### src/rtl/diff2_pkg.sv
// Shared types and defaults for the diff2 stream scheduler.
//   hist_t     : per-channel 2-deep sample history, {h1 (older), h0 (newer)}
//   cnt_t      : per-channel warm-up counter, saturating at CNT_PRIMED
//   cnt_inc()  : saturating increment of cnt_t
package diff2_pkg;

  localparam int NCH_DEFAULT  = 4;
  localparam int ID_W_DEFAULT = 2;

  typedef logic [1:0] hist_t;
  typedef logic [1:0] cnt_t;

  localparam cnt_t CNT_PRIMED = 2'd2;

  function automatic cnt_t cnt_inc(input cnt_t c);
    return (c == CNT_PRIMED) ? CNT_PRIMED : c + 2'd1;
  endfunction

endpackage

### src/rtl/rr_arbiter.sv
// Round-robin arbiter with a registered search pointer.
// Ports:
//   clk      : rising-edge clock
//   reset    : synchronous active-low reset (pointer to 0, grant forced to 0)
//   req      : per-channel request vector
//   adv      : consume strobe; pointer moves past the granted channel
//   grant    : one-hot grant, combinational from req and pointer
//   grant_id : binary index of the granted channel (0 when no grant)
module rr_arbiter
  import diff2_pkg::*;
#(
  parameter int NCH  = NCH_DEFAULT,
  parameter int ID_W = ID_W_DEFAULT
) (
  input  logic            clk,
  input  logic            reset,
  input  logic [NCH-1:0]  req,
  input  logic            adv,
  output logic [NCH-1:0]  grant,
  output logic [ID_W-1:0] grant_id
);

  logic [ID_W-1:0] ptr;
  logic [ID_W-1:0] idx;
  logic            found;

  // Search upward from the pointer with wrap; first asserted request wins.
  always_comb begin
    grant    = '0;
    grant_id = '0;
    found    = 1'b0;
    idx      = '0;
    for (int unsigned k = 0; k < NCH; k++) begin
      idx = ID_W'((32'(ptr) + k) % NCH);
      if (!found && req[idx]) begin
        found      = 1'b1;
        grant[idx] = 1'b1;
        grant_id   = idx;
      end
    end
    if (!reset) begin
      grant    = '0;
      grant_id = '0;
    end
  end

  always_ff @(posedge clk) begin
    if (!reset) begin
      ptr <= '0;
    end else if (adv) begin
      ptr <= (grant_id == ID_W'(NCH - 1)) ? '0 : grant_id + 1'b1;
    end
  end

endmodule

### src/rtl/diff2_stream_scheduler.sv
// Shares one "current bit differs from second-last bit" detector among NCH
// serial streams. A round-robin arbiter grants one stream per cycle; each
// stream keeps its own 2-deep history and warm-up counter, so every stream
// sees an independent detector. Results are registered and tagged.
// Ports:
//   clk        : rising-edge clock
//   reset      : synchronous active-low reset
//   req        : per-channel request, held with bit_in stable until granted
//   bit_in     : per-channel sample bit
//   clear      : per-channel history clear pulse
//   grant      : one-hot grant (combinational)
//   res_valid  : registered result strobe
//   res_ch     : channel of the result
//   res_out    : bit_in XOR sample from two samples earlier
//   res_primed : channel had at least 2 prior samples
module diff2_stream_scheduler
  import diff2_pkg::*;
#(
  parameter int NCH  = NCH_DEFAULT,
  parameter int ID_W = ID_W_DEFAULT
) (
  input  logic            clk,
  input  logic            reset,
  input  logic [NCH-1:0]  req,
  input  logic [NCH-1:0]  bit_in,
  input  logic [NCH-1:0]  clear,
  output logic [NCH-1:0]  grant,
  output logic            res_valid,
  output logic [ID_W-1:0] res_ch,
  output logic            res_out,
  output logic            res_primed
);

  logic [ID_W-1:0] grant_id;
  logic            adv;
  hist_t           hist [NCH];
  cnt_t            cnt  [NCH];
  hist_t           sel_hist;
  cnt_t            sel_cnt;
  logic            sel_bit;

  assign adv = |grant;

  rr_arbiter #(
    .NCH  (NCH),
    .ID_W (ID_W)
  ) u_arb (
    .clk      (clk),
    .reset    (reset),
    .req      (req),
    .adv      (adv),
    .grant    (grant),
    .grant_id (grant_id)
  );

  // Granted channel's state as seen after a same-cycle clear: a colliding
  // clear wipes the history before the sample is evaluated against it.
  always_comb begin
    sel_bit  = bit_in[grant_id];
    sel_hist = clear[grant_id] ? '0 : hist[grant_id];
    sel_cnt  = clear[grant_id] ? '0 : cnt[grant_id];
  end

  always_ff @(posedge clk) begin
    if (!reset) begin
      res_valid  <= 1'b0;
      res_ch     <= '0;
      res_out    <= 1'b0;
      res_primed <= 1'b0;
      for (int unsigned i = 0; i < NCH; i++) begin
        hist[i] <= '0;
        cnt[i]  <= '0;
      end
    end else begin
      res_valid <= adv;
      if (adv) begin
        res_ch     <= grant_id;
        res_out    <= sel_bit ^ sel_hist[1];
        res_primed <= (sel_cnt == CNT_PRIMED);
      end
      for (int unsigned i = 0; i < NCH; i++) begin
        if (adv && grant_id == ID_W'(i)) begin
          hist[i] <= {sel_hist[0], sel_bit};
          cnt[i]  <= cnt_inc(sel_cnt);
        end else if (clear[i]) begin
          hist[i] <= '0;
          cnt[i]  <= '0;
        end
      end
    end
  end

endmodule

### config.mk
export PLATFORM = sky130hd
export DESIGN_NAME = diff2_stream_scheduler
export DESIGN_NICKNAME = d
export VERILOG_FILES = /design/src/rtl/diff2_pkg.sv /design/src/rtl/rr_arbiter.sv /design/src/rtl/diff2_stream_scheduler.sv
export SDC_FILE = /design/constraint.sdc
export NUM_CORES = 1
export LEC_CHECK = 0
export CORE_UTILIZATION = 45
export DETAILED_ROUTE_END_ITERATION = 10
export PLACE_DENSITY = 0.7
export RECOVER_POWER = 100
export SLEW_MARGIN = 40
export SYNTH_ARGS = -nofsm -noshare
export SYNTH_HDL_FRONTEND = slang
export SYNTH_SLANG_ARGS = --single-unit
### constraint.sdc
create_clock -name clk -period 3.4 [get_ports clk]
set_input_delay 0.68 -clock clk [delete_from_list [all_inputs] [get_ports clk]]
set_output_delay 0.68 -clock clk [all_outputs]
set_load 0.01 [all_outputs]
==> results of run 1 <==
[synthesized netlist by cell type (all sizes together) (3+ instances only)]
master	instances	area share, %
a22oi	4	1.8
buf	7	2.8
a2bb2oi	4	2.0
inv	13	2.9
o21ai	8	2.3
clkbuf	4	0.88
nor2	19	4.2
mux4	5	6.6
ha	14	10
edfxtp	16	28
mux2i	10	5.8
nand2b	4	1.9
nand2	25	5.5
dfxtp	7	8.2
a21oi	3	0.88
nand3b	6	2.6
[cell families (layout without fill, tap and decap cells)]
| family | count (synthesis) | count (layout) | share of synthesized area (%) |
|---|---|---|---|
| and+or+nand+nor | 65 | 65 | 18.9 |
| muxes | 17 | 17 | 14.2 |
| AOI/OAI and AO/OA | 33 | 33 | 13.9 |
| adders and majority gates | 14 | 14 | 10.2 |
| DFF | 23 | 23 | 36.3 |
| buffers and inverters | 24 | 70 | 6.51 |
[worst reg2reg max path: cells and delay by family (launching register included)]
family / cells / cell delay (ns)
muxes: 2 / 0.88
adders and majority gates: 2 / 0.65
DFF: 1 / 0.35
AOI/OAI and AO/OA: 2 / 0.34
and+or+nand+nor: 4 / 0.41
buffers and inverters: 3 / 0.32
[power by group]
part	leakage [nW]	switching, mW	internal, mW
Clock	0.0228	0.0826	0.0837
Combinational	0.778	0.627	0.541
Sequential	0.237	0.0273	0.396
Total	1.04	0.737	1.02
[final timing paths]
check,endpoint,slack (ns),cells past startpoint
min,res_primed,0.47,2
max,grant[2],0.18,9
max reg2reg,cnt[2][1],0.21,13
min reg2reg,res_primed,0.47,2
[registers in the layout, indices dropped and copies added (netlist names)]
| register | count |
|---|---|
| cnt | 8 |
| hist | 8 |
| res_ch | 2 |
| u_arb.ptr | 2 |
| res_out | 1 |
| res_primed | 1 |
| res_valid | 1 |
[layout make-up]
| type | count | share of cell area (%) |
|---|---|---|
| clock buffer | 4 | 2.03 |
| inverter | 13 | 2.19 |
| multi-input combinational | 129 | 45.7 |
| sequential | 23 | 28.0 |
| timing repair buffer | 53 | 19.4 |
| tap | 48 | 2.70 |
[timing repair]
action | CTS | global route
setup buffers | 1 | 0
resized for setup | 12 | 10
pin swaps | 1 | 2
setup endpoints to repair | 4 | 22
[per-layer routing]
layer	global-route usage, %	share of wire (%)	vias to the layer above	wire, microns
li1	-	-	725	-
met1	26.2	45	714	1840
met2	39.6	51	31	2120
met3	3.62	2.8	5	116
met4	5.40	0.97	0	40
met5	0	0	-	0
[stage by stage]
| stage | instance area [sq um] | setup TNS (ns) | hold WS (ns) |
|---|---|---|---|
| 2_1_floorplan | 1720 | 0 | 0.473 |
| 3_3_place_gp | 2160 | -1.11 | 0.439 |
| 3_5_place_dp | 2160 | -3.17 | 0.451 |
| 4_1_cts | 2220 | 0 | 0.464 |
| 5_1_grt | 2220 | 0 | 0.497 |
| 6_report | 2220 | 0 | 0.468 |
==> key figures, run 1 <==
Critical path
  • CP dominant cell by count: inv_1
  • Worst path buffer plus inverter count: 3
  • Crit path from: u_arb.ptr[1]
  • Critical R2R Launch: u_arb.ptr[1]
  • Crit-path cells: inv_1, ha_2, mux4_2, nor2b_4, a22oi_1, o21ai_0, a2bb2oi_1, inv_1, dlygate4sd2_1
  • Crit-path leading delay family: adder cells
  • Required time worst endpoint: roughly 2.7 ns
  • CP Max Fanout: 10
  • Crit Path Category: flop to output pin
  • CP max stage delay: approximately 0.45 ns
  • Slowest CP cell: ha_2
  • WP data arrival: 2.54 ns
  • Critical path launch point type: flop
  • CP endpoint kind: output pin

Drt
  • DR DRC count: 0
  • Routed vias/inst: between 5 and 6
  • DRT antenna net count: 0
  • Post-Route WL: 4110 microns
  • Drt pass-1 iters: 4
  • Via count: ~1.5k
  • Avg WL per Cell: ~15 microns
  • 1st-iter DRT viols: 54

Logic synthesis
  • Yosys cell types: 39
  • Synth Area per Inst: 9.73 sq um
  • Main synth FF type: edfxtp_1
  • FF+latch count, synth: 23
  • EDFF count, synth: 16
  • Synthesized area: around 0.0017 sq mm
  • Mapped Nets: between 200 and 250
  • Seq/Total Area, Yosys: between 30 and 40%
  • Ys async rst share: 0%
  • Synthesized instance count: roughly 180
  • Yosys warns: 0

Clock tree
  • Root Buffer: clkbuf_8
  • Clock Sinks: 23
  • Worst skew pair latency: approximately 0.27 ns
  • Total CTS buffers: 3
  • Clk slew on worst S/H paths: roughly 0.080 ns
  • CTS Hold Bufs: 0
  • Clock H-tree levels: 1
  • TritonCTS clock tree: built
  • CTS Buffer Depth: 2

Outcome
  • Status: complete, no violations

Floorplanning
  • Core box area: ~0.0037 sq mm
  • Die width: 63.7 microns
  • Initial Util: between 40% and 50%
  • Num ports: 23
  • Row count: 22
  • Die area: around 0.004 sq mm
  • Die Ht: roughly 64 microns

Cells and area
  • Multi-input gate area: a little over 0.001 sq mm
  • Fill cells: between 300 and 400
  • Most common cell after layout, fill and taps aside: buf_4
  • Layout cells sized above 1: between 20% and 30%
  • Commonest non-fill, non-tap cells in the layout: 25 x buf_4, 23 x nand2_1, 19 x nor2_1
  • Post-route insts no fill: 270
  • Layout area overhead: 29.9%
  • N_diodes: 0
  • Register area: between 600 and 700 sq um
  • Post-layout util: 60.7%
  • Net count, final: ~250

Place
  • GP Congestion: between 0.8 and 0.9
  • Placed Cells: between 200 and 300
  • Setup slack at placement: -0.228 ns
  • HPWL Detailed: between 3000 and 4000 microns
  • IO buf count: 22

GRT
  • First-pass GRT wire length: approximately 6800 microns
  • Pin count of the biggest net entering global routing: 17
  • Total global routing overflow: 0
  • Vias in the first global route: ~1.5k
  • Gr usage total: a little over a fifth
  • Antenna violations before repair: 0

Min path
  • Worst hold start: res_primed
  • Worst min-delay path category: flop to flop

Timing
  • Final setup viols: 0
  • Pins Over Slew Limit: 0
  • Final worst slack: 0.177 ns
  • Slew Limit Headroom: 76.3%
  • Hold Vio Cnt, Final: 0
  • Final worst path period need: ~3.2 ns
  • Worst-Margin Slew: 0.356 ns
  • Final worst-path cycle share: a little over nine tenths
  • RSZ-0062 raised after global routing: false
  • Worst Skew: roughly 0.0085 ns
  • Peak Freq: 310 MHz

Power and ir drop
  • Worst vdd ir: just over 0.4 mV
  • Design Power: between 1.5 and 2 mW
  • P per Cell Area: ~800 mW/mm^2
  • Leak pwr: between 1 and 1.5 nW

Flow run
  • Max-Cap Viols: 0
Power figures use the tool's default switching activity.
==> run 2, diff against run 1 <==
- SKIP_LAST_GASP: not set -> 1
==> run 2 against run 1 <==
  * Final area rose by 0.68%
  * Count of clock-buffer cells in the layout is the same
  * Global-route usage is the same
  * Non-clock buffer count is 2 higher
  * Cell count increased by 0.74%
  * Combinational power about the same
  * Maximum frequency fell by 0.78%
  * Worst setup slack got worse by 0.025 ns
  * Critical endpoint is now grant[3]
  * Largest power group unchanged
==> key figures, run 2 (same netlist as run 1, synthesis figures left out) <==
Outcome
  • Status: complete, no violations

Place
  • IO buf count: 22
  • GP Congestion: approximately 0.85
  • HPWL Detailed: 3220 microns
  • Dpl cell area: approximately 0.0022 sq mm
  • Placed Cells: approximately 270

Timing
  • Total negative slack: 0 ns
  • Final setup viols: 0
  • RSZ-0062 raised after global routing: false
  • Pins Over Slew Limit: 0
  • Worst-Margin Slew: roughly 0.36 ns
  • Slew Limit Headroom: roughly 76%
  • Hold Vio Cnt, Final: 0
  • Final worst-path cycle share: 95.6%
  • Final worst path period need: between 3 and 4 ns
  • Peak Freq: between 300 and 400 MHz
  • Worst Skew: about 0.0063 ns

Cells and area
  • Net count, final: ~250
  • N_diodes: 0
  • Most common cell after layout, fill and taps aside: buf_4
  • Top Registers: cnt (8), hist (8)
  • Layout area overhead: 30.8%
  • Fill cells: between 300 and 400
  • Post-layout util: approximately 61%
  • Commonest non-fill, non-tap cells in the layout: 26 x buf_4, 23 x nand2_1, 19 x nor2_1
  • Register area: 622 sq um
  • Post-route insts no fill: between 200 and 300
  • Layout cells sized above 1: a little over a fifth
  • Post-route cell area: ~0.0022 sq mm
  • Multi-input gate area: about 0.0010 sq mm

Clock tree
  • Clk slew on worst S/H paths: about 0.080 ns
  • Worst skew pair latency: 0.26 ns
  • TritonCTS clock tree: built
  • Root Buffer: clkbuf_8
  • Clock H-tree levels: 1
  • Clock Sinks: 23
  • Total CTS buffers: 3
  • CTS Hold Bufs: 0
  • CTS Buffer Depth: 2

Critical path
  • CP Max Fanout: 10
  • Crit-path cells: inv_1, ha_4, mux4_2, buf_4, a22oi_1, o21ai_0, a2bb2oi_1, inv_1, dlygate4sd2_1
  • CP dominant cell by count: inv_1
  • Required time worst endpoint: 2.72 ns
  • R2R depth: 12
  • CP max stage delay: about 0.42 ns
  • Critical R2R Launch: u_arb.ptr[1]
  • RR Endpoint: cnt[0][0]
  • Critical path launch point type: flop
  • Crit Path Category: flop to output pin
  • End of the critical path: grant[3]
  • WP data arrival: 2.57 ns
  • Flop-to-flop setup slack: roughly 0.22 ns
  • CP endpoint kind: output pin
  • Slowest CP cell: mux4_2
  • Crit path from: u_arb.ptr[1]

Drt
  • DRT antenna net count: 0
  • Drt pass-1 iters: 4
  • Post-Route WL: 4230 microns
  • DR DRC count: 0
  • Avg WL per Cell: 15.5 microns
  • Routed vias/inst: about 5.5
  • 1st-iter DRT viols: 47
  • Via count: roughly 1.5k

Floorplanning
  • Initial Util: 46.8%
  • Row count: 22
  • Core box area: roughly 0.0037 sq mm
  • Die Ht: 63.7 microns
  • Num ports: 23
  • Die area: 0.00405 sq mm
  • Die width: approximately 64 microns

Power and ir drop
  • P per Cell Area: a little under 800 mW/mm^2
  • Worst vdd ir: between 0.4 and 0.5 mV
  • Leak pwr: around 1.1 nW

GRT
  • Gr usage total: 21.8%
  • Antenna violations before repair: 0
  • Total global routing overflow: 0
  • Vias in the first global route: about 1.5k
  • First-pass GRT wire length: approximately 6800 microns
  • Pin count of the biggest net entering global routing: 17

Min path
  • Hold depth: 2
  • Worst min-delay path category: flop to flop

Flow run
  • Max-Cap Viols: 0
-- run 2: critical path, delay by kind of cell (launching register included) --
kind                       cells  cell delay (ns)
buffers and inverters          4             0.66
AOI/OAI and AO/OA              3             0.53
muxes                          1             0.42
DFF                            1             0.35
adders and majority gates      1             0.35
-- run 2: routing by layer --
| metal | part of all wire (%) | vias up | GRT usage, % | wire length (microns) |
|---|---|---|---|---|
| li1 | - | 729 | - | - |
| met1 | 45 | 728 | 26.7 | 1890 |
| met2 | 51 | 32 | 39.1 | 2170 |
| met3 | 3.0 | 5 | 3.62 | 128 |
| met4 | 1.0 | 0 | 5.40 | 43 |
| met5 | 0 | - | 0 | 0 |
-- run 2: worst min path at each step --
stage | from | end | slack (ns)
2_1_floorplan | res_primed | res_primed | 0.47
3_3_place_gp | res_primed | res_primed | 0.44
3_5_place_dp | res_primed | res_primed | 0.45
4_1_cts | res_primed | res_primed | 0.46
5_1_grt | res_primed | res_primed | 0.50
6_report | res_primed | res_primed | 0.47
-- run 2: repair_timing --
| item | CTS | global route |
|---|---|---|
| pin swaps | 0 | 3 |
| gates cloned | 0 | 0 |
| buffers inserted | 1 | 2 |
| endpoints found under the setup margin | 4 | 35 |
| gates resized for setup | 5 | 12 |
-- run 2: layout make-up --
| cell class | instances | area share [%] |
|---|---|---|
| Multi-Input combinational cell | 129 | 45.1 |
| Sequential cell | 23 | 27.8 |
| Timing Repair Buffer | 55 | 20.3 |
| Tap cell | 48 | 2.68 |
| Inverter | 13 | 2.18 |
| Clock buffer | 4 | 2.01 |
-- run 2: per-stage QoR --
| step | total power, mW | worst slack (ns) | hold slack [ns] |
|---|---|---|---|
| floorplan | 1.13 | 0.0216 | 0.473 |
| global placement | 1.53 | -0.138 | 0.439 |
| detailed placement | 1.58 | -0.228 | 0.451 |
| CTS | 1.76 | -0.128 | 0.464 |
| global route | 1.89 | 0.0304 | 0.497 |
| finish | 1.77 | 0.151 | 0.470 |
-- run 2: report_power, final --
part | switching (mW) | internal [mW] | total (mW) | leakage, nW
clock | 0.0816 | 0.0836 | 0.165 | 0.0228
combinational | 0.628 | 0.556 | 1.18 | 0.796
sequential | 0.0268 | 0.396 | 0.423 | 0.237
==> run 3, diff against run 2 <==
- CELL_PAD_IN_SITES_DETAIL_PLACEMENT: not set -> 0
- CELL_PAD_IN_SITES_GLOBAL_PLACEMENT: not set -> 2
- CORE_UTILIZATION: 45 -> 31
- PLACE_DENSITY: 0.7 -> not set
- PLACE_DENSITY_LB_ADDON: not set -> 0.1
==> run 3 against run 2 <==
  * Non-clock buffer count up 5
  * Maximum frequency up 0.42%
  * Highest routed layer unchanged
  * Final area up 4.1%
  * Register-to-register slack better by 0.04 ns
  * Count of clock-buffer cells in the layout unchanged
  * Via count down 0.60%
  * First-iteration DRC count up 140%
  * Total power up 1.9%
  * Clock power about the same
  * Sequential power about the same
==> key figures, run 3 (same netlist as run 1, synthesis figures left out) <==
Cells and area
  • Commonest non-fill, non-tap cells in the layout: 38 x buf_4, 24 x nand2_1, 19 x nor2_1
  • Net count, final: approximately 260
  • Layout cells sized above 1: 26.6%
  • Post-route insts no fill: 299
  • N_diodes: 0
  • Layout area overhead: 36.1%
  • Post-route cell area: roughly 0.0023 sq mm
  • Most common cell after layout, fill and taps aside: buf_4
  • Top Registers: cnt (8), hist (8)
  • Fill cells: around 520

Timing
  • Worst Skew: approximately 0.006 ns
  • Slew Limit Headroom: a little under 70%
  • Pins Over Slew Limit: 0
  • Final setup viols: 0
  • Hold Vio Cnt, Final: 0
  • Final worst path period need: around 3.2 ns
  • Worst-Margin Slew: about 0.46 ns
  • Worst hold margin: approximately 0.46 ns
  • Peak Freq: a little over 300 MHz
  • Final worst slack: roughly 0.16 ns
  • Final worst-path cycle share: 95.2%

Power and ir drop
  • Design Power: 1.81 mW
  • Worst vdd ir: 0.335 mV
  • P per Cell Area: ~780 mW/mm^2
  • Leak pwr: between 1 and 1.5 nW

Floorplanning
  • Die area: a little under 0.006 sq mm
  • Row count: 26
  • Die Ht: approximately 76 microns
  • Die width: between 70 and 80 microns
  • Initial Util: between 30% and 40%
  • Core box area: 0.00520 sq mm
  • Num ports: 23

GRT
  • Met2 usage: between 20% and 30%
  • Vias in the first global route: around 1.5k
  • GR peak layer: met2
  • Met1 Use GR: around 21%
  • Gr usage total: 15.7%
  • Antenna violations before repair: 0
  • Met3 usage: under 10%
  • Pin count of the biggest net entering global routing: 17
  • First-pass GRT wire length: 7270 microns
  • Total global routing overflow: 0

Critical path
  • CP endpoint kind: output pin
  • Required time worst endpoint: about 2.7 ns
  • Crit Path Category: flop to output pin
  • Crit-path leading delay family: buffers and inverters
  • Worst path buffer plus inverter count: 4
  • Critical R2R Launch: u_arb.ptr[1]
  • Crit-path cells: inv_1, ha_2, mux4_2, buf_4, a22oi_1, o21ai_0, a2bb2oi_2, inv_1, dlygate4sd2_1
  • CP max stage delay: roughly 0.46 ns
  • CP dominant cell by count: inv_1
  • CP Max Fanout: 10
  • WP data arrival: roughly 2.6 ns
  • Critical path launch point type: flop
  • Slowest CP cell: ha_2
  • Crit path from: u_arb.ptr[1]

Place
  • HPWL Detailed: between 3000 and 4000 microns
  • Dpl cell area: approximately 0.0022 sq mm
  • Setup slack at placement: -0.229 ns
  • IO buf count: 22
  • GP Congestion: 0.827
  • Placed Cells: roughly 290

Clock tree
  • Worst skew pair latency: 0.26 ns
  • Clock H-tree levels: 1
  • CTS Buffer Depth: 2
  • Root Buffer: clkbuf_8
  • Clk slew on worst S/H paths: ~0.08 ns
  • Total CTS buffers: 3
  • TritonCTS clock tree: built
  • Clock Sinks: 23

Drt
  • 1st-iter DRT viols: around 110
  • Post-Route WL: 4380 microns
  • DR DRC count: 0
  • DRT antenna net count: 0
  • Drt pass-1 iters: 4
  • Via count: approximately 1.5k
  • Avg WL per Cell: approximately 15 microns
  • Routed vias/inst: around 5

Min path
  • Worst hold start: res_primed
  • Worst min-delay path category: flop to flop

Flow run
  • Max-Cap Viols: 0

Outcome
  • Status: complete, no violations
==> run 3: cell types whose count changed in the layout (fill, tap and decap cells not counted), sizes merged <==
cell,change
buf,+12
dlygate4sd2,+1
clkbuf,-7
dlymetal6s2s,-1
==> run 3: path summary, 6_finish.rpt <==
path                                    to  slack, ns  depth (start not counted)
worst max register to register   cnt[2][1]       0.26                         13
worst max-delay path              grant[2]       0.16                          9
worst min register to register  res_primed       0.46                          2
worst min-delay path            res_primed       0.46                          2
==> run 3: cell type report <==
type	count	area [sq um]	share of cell area, %
Clock buffer	4	45.0	1.93
Sequential cell	23	622	26.7
Inverter	13	48.8	2.09
Timing Repair Buffer	60	510	21.9
Multi-Input combinational cell	129	1020	43.6
Tap cell	70	87.6	3.76
==> run 3: repair_timing <==
item	4_1_cts	5_1_grt
gates cloned	0	0
endpoints found under the hold margin	0	0
hold buffers	0	0
setup endpoints to repair	4	21
setup buffers	3	1
resized for setup	5	14
pin swaps	0	0
==> run 3: report_power, final <==
part / internal, mW / switching, mW / total, mW
clock: 0.0835 / 0.0806 / 0.164
combinational: 0.598 / 0.619 / 1.22
sequential: 0.397 / 0.0278 / 0.424
==> run 3: layer usage <==
metal	wire, microns	share of wire, %	up-vias
li1	-	-	734
met1	2120	48	718
met2	2090	48	29
met3	154	3.5	4
met4	16	0.37	0
met5	0	0	-
==> run 3: per-stage QoR <==
step / setup TNS [ns] / util, %
floorplan: 0 / -
global route: -0.00571 / 44.8
global placement: -1.70 / 42.5
CTS: -0.239 / 43.7
finish: 0 / 44.8
detailed placement: -2.41 / 42.5
==> run 3: worst reg2reg max path, cell delays in order (launching register included) <==
cell      delay, ns
dfxtp_1        0.33
inv_1          0.10
ha_2           0.46
mux4_2         0.32
nor2b_4        0.07
buf_4          0.13
o21a_1         0.17
a31oi_2        0.16
nand2b_4       0.18
mux4_2         0.51
nand2_2        0.10
ha_1           0.24
inv_2          0.08
nor2_1         0.05
